==> src/rtl/cmac_mon_pkg.sv <==
// rtl/cmac_mon_pkg.sv - shared constants, types and saturating helpers for the CMAC RX monitor
package cmac_mon_pkg;

   localparam int unsigned CMAC_GT_CLK_FREQ     = 322_266_000;
   localparam int unsigned CMAC_MIN_FRAME_BYTES = 64;
   localparam int unsigned CMAC_MAX_FRAME_BYTES = 9600;

   typedef enum logic {
      FRM_IDLE     = 1'b0,
      FRM_IN_FRAME = 1'b1
   } frm_state_e;

   typedef struct packed {
      logic [63:0] speed;
      logic [31:0] pkt;
      logic [31:0] err;
      logic [31:0] runt;
      logic [31:0] oversize;
   } cmac_stats_t;

   function automatic logic [31:0] sat_inc32(input logic [31:0] a, input logic inc);
      return (inc && (a != 32'hFFFF_FFFF)) ? a + 32'd1 : a;
   endfunction

   function automatic logic [15:0] sat_add16(input logic [15:0] a, input logic [15:0] b);
      logic [16:0] s;
      s = {1'b0, a} + {1'b0, b};
      return s[16] ? 16'hFFFF : s[15:0];
   endfunction

   function automatic logic [63:0] sat_add64(input logic [63:0] a, input logic [63:0] b);
      logic [64:0] s;
      s = {1'b0, a} + {1'b0, b};
      return s[64] ? 64'hFFFF_FFFF_FFFF_FFFF : s[63:0];
   endfunction

endpackage

==> src/rtl/cmac_keep_popcnt.sv <==
// rtl/cmac_keep_popcnt.sv - combinational count of set byte enables in a 64-byte beat
module cmac_keep_popcnt (
   input  logic [63:0] keep_i,
   output logic [6:0]  cnt_o
);

   logic [6:0] acc;

   always_comb begin
      acc = '0;
      for (int i = 0; i < 64; i++) begin
         acc = acc + {6'd0, keep_i[i]};
      end
      cnt_o = acc;
   end

endmodule

==> src/rtl/cmac_rx_monitor.sv <==
// rtl/cmac_rx_monitor.sv - per-window byte, frame, error, runt and oversize statistics for the CMAC RX stream
module cmac_rx_monitor
   import cmac_mon_pkg::*;
#(
   parameter int unsigned GT_CLK_FREQ     = CMAC_GT_CLK_FREQ,
   parameter int unsigned MIN_FRAME_BYTES = CMAC_MIN_FRAME_BYTES,
   parameter int unsigned MAX_FRAME_BYTES = CMAC_MAX_FRAME_BYTES
) (
   input  logic        gt_clk,
   input  logic        sys_reset,
   input  logic        rx_usr_axis_tvalid,
   input  logic        rx_usr_axis_tlast,
   input  logic [63:0] rx_usr_axis_tkeep,
   input  logic        rx_usr_axis_tuser,
   output logic [63:0] cmac_rx_speed_reg,
   output logic [31:0] cmac_rx_pkt_reg,
   output logic [31:0] cmac_rx_err_reg,
   output logic [31:0] cmac_rx_runt_reg,
   output logic [31:0] cmac_rx_oversize_reg,
   output logic        cmac_rx_stat_vld
);

   localparam logic [31:0] WIN_LAST = 32'(GT_CLK_FREQ - 1);

   logic [6:0]  keep_cnt;

   logic        s1_vld_q, s1_last_q, s1_user_q;
   logic [6:0]  s1_cnt_q;

   frm_state_e  state_q, state_d;
   logic [15:0] len_q, len_d;
   logic [31:0] win_cnt_q, win_cnt_d;
   cmac_stats_t acc_q, acc_d, out_q, out_d;
   logic        stat_vld_q, stat_vld_d;

   logic        terminal;
   logic        frame_done;
   logic [15:0] cur_len;
   cmac_stats_t acc_nxt;

   cmac_keep_popcnt u_popcnt (
      .keep_i (rx_usr_axis_tkeep),
      .cnt_o  (keep_cnt)
   );

   always_ff @(posedge gt_clk) begin
      if (sys_reset) begin
         s1_vld_q  <= 1'b0;
         s1_last_q <= 1'b0;
         s1_user_q <= 1'b0;
         s1_cnt_q  <= '0;
      end else begin
         s1_vld_q  <= rx_usr_axis_tvalid;
         s1_last_q <= rx_usr_axis_tlast;
         s1_user_q <= rx_usr_axis_tuser;
         s1_cnt_q  <= keep_cnt;
      end
   end

   always_ff @(posedge gt_clk) begin
      if (sys_reset) begin
         state_q <= FRM_IDLE;
      end else begin
         state_q <= state_d;
      end
   end

   always_comb begin
      state_d = state_q;
      case (state_q)
         FRM_IDLE:     if (s1_vld_q && !s1_last_q) state_d = FRM_IN_FRAME;
         FRM_IN_FRAME: if (s1_vld_q && s1_last_q)  state_d = FRM_IDLE;
         default:      state_d = FRM_IDLE;
      endcase
   end

   // Length includes the beat in stage 1, so a completing beat is judged on its full frame.
   always_comb begin
      terminal   = (win_cnt_q == WIN_LAST);
      win_cnt_d  = terminal ? 32'd0 : win_cnt_q + 32'd1;
      frame_done = s1_vld_q && s1_last_q;
      cur_len    = (state_q == FRM_IDLE) ? {9'd0, s1_cnt_q} : sat_add16(len_q, {9'd0, s1_cnt_q});
      len_d      = s1_vld_q ? cur_len : len_q;

      acc_nxt.speed    = sat_add64(acc_q.speed, s1_vld_q ? {54'd0, s1_cnt_q, 3'b000} : 64'd0);
      acc_nxt.pkt      = sat_inc32(acc_q.pkt, frame_done);
      acc_nxt.err      = sat_inc32(acc_q.err, frame_done && s1_user_q);
      acc_nxt.runt     = sat_inc32(acc_q.runt, frame_done && ({16'd0, cur_len} < MIN_FRAME_BYTES));
      acc_nxt.oversize = sat_inc32(acc_q.oversize, frame_done && ({16'd0, cur_len} > MAX_FRAME_BYTES));

      acc_d      = acc_nxt;
      out_d      = out_q;
      stat_vld_d = 1'b0;
      // The terminal-cycle increment goes into the closing window, never into the cleared accumulator.
      if (terminal) begin
         out_d      = acc_nxt;
         acc_d      = '0;
         stat_vld_d = 1'b1;
      end
   end

   always_ff @(posedge gt_clk) begin
      if (sys_reset) begin
         win_cnt_q  <= '0;
         len_q      <= '0;
         acc_q      <= '0;
         out_q      <= '0;
         stat_vld_q <= 1'b0;
      end else begin
         win_cnt_q  <= win_cnt_d;
         len_q      <= len_d;
         acc_q      <= acc_d;
         out_q      <= out_d;
         stat_vld_q <= stat_vld_d;
      end
   end

   assign cmac_rx_speed_reg    = out_q.speed;
   assign cmac_rx_pkt_reg      = out_q.pkt;
   assign cmac_rx_err_reg      = out_q.err;
   assign cmac_rx_runt_reg     = out_q.runt;
   assign cmac_rx_oversize_reg = out_q.oversize;
   assign cmac_rx_stat_vld     = stat_vld_q;

endmodule

==> config.mk <==
export PLATFORM = sky130hd
export DESIGN_NAME = cmac_rx_monitor
export DESIGN_NICKNAME = d
export VERILOG_FILES = /design/src/rtl/cmac_mon_pkg.sv /design/src/rtl/cmac_keep_popcnt.sv /design/src/rtl/cmac_rx_monitor.sv
export SDC_FILE = /design/constraint.sdc
export NUM_CORES = 1
export LEC_CHECK = 0
export ABC_AREA = 1
export BUFFER_PORTS_ARGS = -buffer_cell sky130_fd_sc_hd__buf_2
export CAP_MARGIN = 40
export CORE_MARGIN = 3
export CORE_UTILIZATION = 50
export CTS_CLUSTER_DIAMETER = 30
export CTS_CLUSTER_SIZE = 24
export DETAILED_ROUTE_END_ITERATION = 8
export GPL_TIMING_DRIVEN = 0
export PLACE_DENSITY = 0.7
export SLEW_MARGIN = 10
export SYNTH_ARGS = -nofsm -noshare
export SYNTH_HDL_FRONTEND = slang
export SYNTH_SLANG_ARGS = --single-unit
==> constraint.sdc <==
create_clock -name gt_clk -period 7.01 [get_ports gt_clk]
set_input_delay 1.0515 -clock gt_clk [delete_from_list [all_inputs] [get_ports gt_clk]]
set_output_delay 1.0515 -clock gt_clk [all_outputs]
set_load 0.02 [all_outputs]
==> summary.md <==
| Metric | Value |
|---|---|
| WP data arrival | `6.91 ns` |
| Seq/Total Area, Yosys | `38.1%` |
| Ys Warns | `0` |
| Synth area leader | `dfxtp_1` |
| Clock Latency Late Sink | `0.62 ns` |
| CTS sink cnt | `444` |
| Detailed-placement wirelength estimate | `52.8 mm` |
| Maximum vdd drop | `0.000920 V` |
| Yosys cell types | `47` |
| CTS tree | `built` |
| Synthesized instance count | `3314` |
| Die Area | `49300 um^2` |
| Clk slew on worst S/H paths | `0.05 ns` |
| Syn Area/Cell | `7.05 um^2` |
| Power, Total | `9.55 mW` |
| Largest cells by area after synthesis | `dfxtp_1, nand2_1, inv_1, nor2_1, fa_1` |
| Start of the worst register-to-register path | `s1_vld_q` |
| FF-to-FF path depth | `17` |
| I/O Pins | `262` |
| Fmax | `0.157 GHz` |
| Max reg flops | `192` |
| Vias per cell | `5.17` |
| Starting DRC count in detailed routing | `1708` |
| Max Root-Sink Buffers | `3` |
| Ant. Diodes | `0` |
| CORE AREA | `45800 um^2` |
| Largest family of logic cells by synthesized area | `simple AND/OR/NAND/NOR gates` |
| WHS | `0.444 ns` |
| DR pass1 iterations | `5` |
| Synth top area share | `38.1%` |
| Wirelength, routed | `68.0 mm` |
| Post-synthesis mux area share | `0.0428%` |
| Vias in the first global route | `21300` |
| DRC violations left | `0` |
| GP Congestion | `0.983` |
| WP data required | `7.55 ns` |
| Root Buffer | `clkbuf_16` |
| Max-cap check violation count | `0` |
| Setup Fix Bufs, Post-CTS | `0` |
| HP Start | `cmac_rx_runt_reg[16]` |
| Worst reg2reg endpoint | `cmac_rx_speed_reg[47]` |
| Hold depth | `2` |
| CP max FO | `3` |
| Worst-Margin Slew | `0.892 ns` |
| Grt total ovfl | `0` |
| First-pass GRT wire length | `109 mm` |
| Setup_tns | `0 ns` |
| Lkg Pwr | `13.1 nW` |
| Min-Delay Path Class | `register to register` |
| Via count | `22400` |
| Row count | `78` |
| Slew Viols, Final | `0` |
| Final instance area | `28700 um^2` |
| Port Buf Inserts | `260` |
| RSZ-0062 raised after global routing | `no` |
| Hold Fails Final Rpt | `0` |
| Initial antenna violation count | `1` |
| Final setup viols | `0` |
| Vert. Die Dim | `222 um` |
| GRT Overall Usage | `27.0%` |
| Die width | `222 um` |
| Fin Clk Skew | `0.0299 ns` |
| Mapped Nets | `3474` |
| Antenna-violating nets left | `0` |
| H-tree Lvls | `3` |
| Critical path class | `primary input to register` |
| Wirelength per Cell | `15.7 um` |
| TritonCTS buffer count | `88` |
| Max-slew headroom | `40.0%` |
| Area share of fa/ha/maj cells after synthesis | `6.67%` |
| Share of cells above drive strength 1 | `13.6%` |
| Synth Area in XOR/XNOR | `5.62%` |
| Worst reg-to-reg setup slack | `2.79 ns` |
| Largest net degree at the start of global routing | `13` |
| Cts hold-fix bufs | `0` |
| Final period utilization | `90.9%` |
| Area delta synth->final | `22.7%` |
| #FFs+latches synth | `444` |
| CP endpoint kind | `register` |
| Status | `finished clean` |
| Min Clock Period, post-route | `6.37 ns` |
| CP Launch Type | `primary input` |
| Starting density of the core | `51.0%` |
| Placed Area | `25500 um^2` |
| Post-Syn Area | `23400 um^2` |
| Worst Hold Endpoint | `cmac_rx_runt_reg[16]` |
| PostCTS Resize Cnt | `0` |
| Post-synthesis compound-gate area fraction | `7.76%` |
| Layout Nets | `3828` |
| Synth Area in Simple Gates | `32.4%` |
| Pwr dens | `333 nW/um^2` |
stage by stage:
step,worst slack [ns],std cells,utilization [%]
after floorplan,0.461,3314,-
after global placement,0.0617,4174,55.5
after detailed placement,0.0134,4178,55.7
after CTS,0.627,4342,62.6
after global routing,0.307,4342,62.6
final,0.637,4342,62.6
kinds of logic (layout without fill, tap and decap cells):
| group | count (synthesis) | count (layout) |
|---|---|---|
| AO/OA/AOI/OAI | 318 | 318 |
| multiplexers | 1 | 1 |
| AND/OR/NAND/NOR | 1735 | 1735 |
| buffers and inverters | 575 | 1003 |
| adder cells (fa/ha/maj) | 91 | 91 |
| XOR/XNOR | 150 | 150 |
| flip-flops | 444 | 444 |
worst max-delay path, stage by stage:
cell	delay, ns
buf_2	0.10
ha_1	0.28
inv_1	0.07
fa_1	0.43
fa_1	0.40
inv_1	0.08
fa_1	0.45
fa_1	0.53
fa_1	0.53
fa_1	0.53
fa_1	0.56
inv_1	0.06
fa_1	0.53
inv_1	0.07
ha_1	0.29
nand2_1	0.06
nor2_1	0.04
a211oi_1	0.30
nor2_1	0.07
nor2_1	0.09
nor2_1	0.04
nor2_1	0.10
o21ai_0	0.08
a21oi_1	0.15
power by group:
| part | internal (mW) | total [mW] | switching (mW) |
|---|---|---|---|
| Combinational | 1.02 | 2.53 | 1.50 |
| Clock | 2.94 | 4.41 | 1.47 |
| Sequential | 2.58 | 2.61 | 0.0291 |
| Total | 6.55 | 9.55 | 3.00 |
cells in the mapped netlist, drive strengths merged:
library cell / count
o31ai: 3
a21oi: 122
ha: 35
nand3b: 9
and3: 1
o21ai: 131
xor2: 119
nand4: 96
nor2: 347
a31oi: 2
a41oi: 1
and2: 20
o211ai: 2
o21a: 2
mux2i: 1
nand3: 163
nor4: 49
or2: 23
nand2: 886
clkinv: 3
a22o: 44
a21o: 10
fa: 56
inv: 465
xnor2: 31
clkbuf: 81
nor3: 131
buf: 26
nor3b: 9
dfxtp: 444
a211oi: 1
nor4b: 1
per-layer routing:
layer	global-route usage [%]	share of wire, %	up-vias
met4	7.84	2.1	2
met3	6.17	8.1	108
met2	41.8	43	743
met5	0	0.019	-
met1	37.7	47	10300
li1	-	-	11300
cell usage in the layout (no fill, tap or decap), types with 20 or more instances in the layout:
master       n
a21oi_1    122
a22o_1      44
and2_1      20
buf_2      279
clkbuf_1    86
clkbuf_16   90
dfxtp_1    444
fa_1        56
ha_1        35
inv_1      463
nand2_1    858
nand2_2     27
nand3_1    159
nand4_1     95
nor2_1     343
nor3_1     129
nor4_1      49
o21ai_0    125
or2_2       21
xnor2_1     31
xor2_1     119
area by class of cell:
type,instances,area (um^2)
sequential,444,8890
inverter,468,1760
clock buffer,113,2520
multi-input combinational,2295,12300
clock inverter,51,676
tap,600,751
fill,4289,17100
buffer,107,448
timing repair buffer,264,1360
worst max path at each step:
stage | cells past startpoint | startpoint | slack (ns) | end
CTS | 24 | rx_usr_axis_tkeep[0] | 0.63 | s1_cnt_q[5]
global route | 24 | rx_usr_axis_tkeep[0] | 0.31 | s1_cnt_q[5]
finish | 24 | rx_usr_axis_tkeep[0] | 0.64 | s1_cnt_q[5]
global placement | 24 | rx_usr_axis_tkeep[0] | 0.06 | s1_cnt_q[5]
detailed placement | 24 | rx_usr_axis_tkeep[0] | 0.01 | s1_cnt_q[5]
floorplan | 23 | rx_usr_axis_tkeep[0] | 0.46 | s1_cnt_q[5]
(Power assumes the default switching activity.)
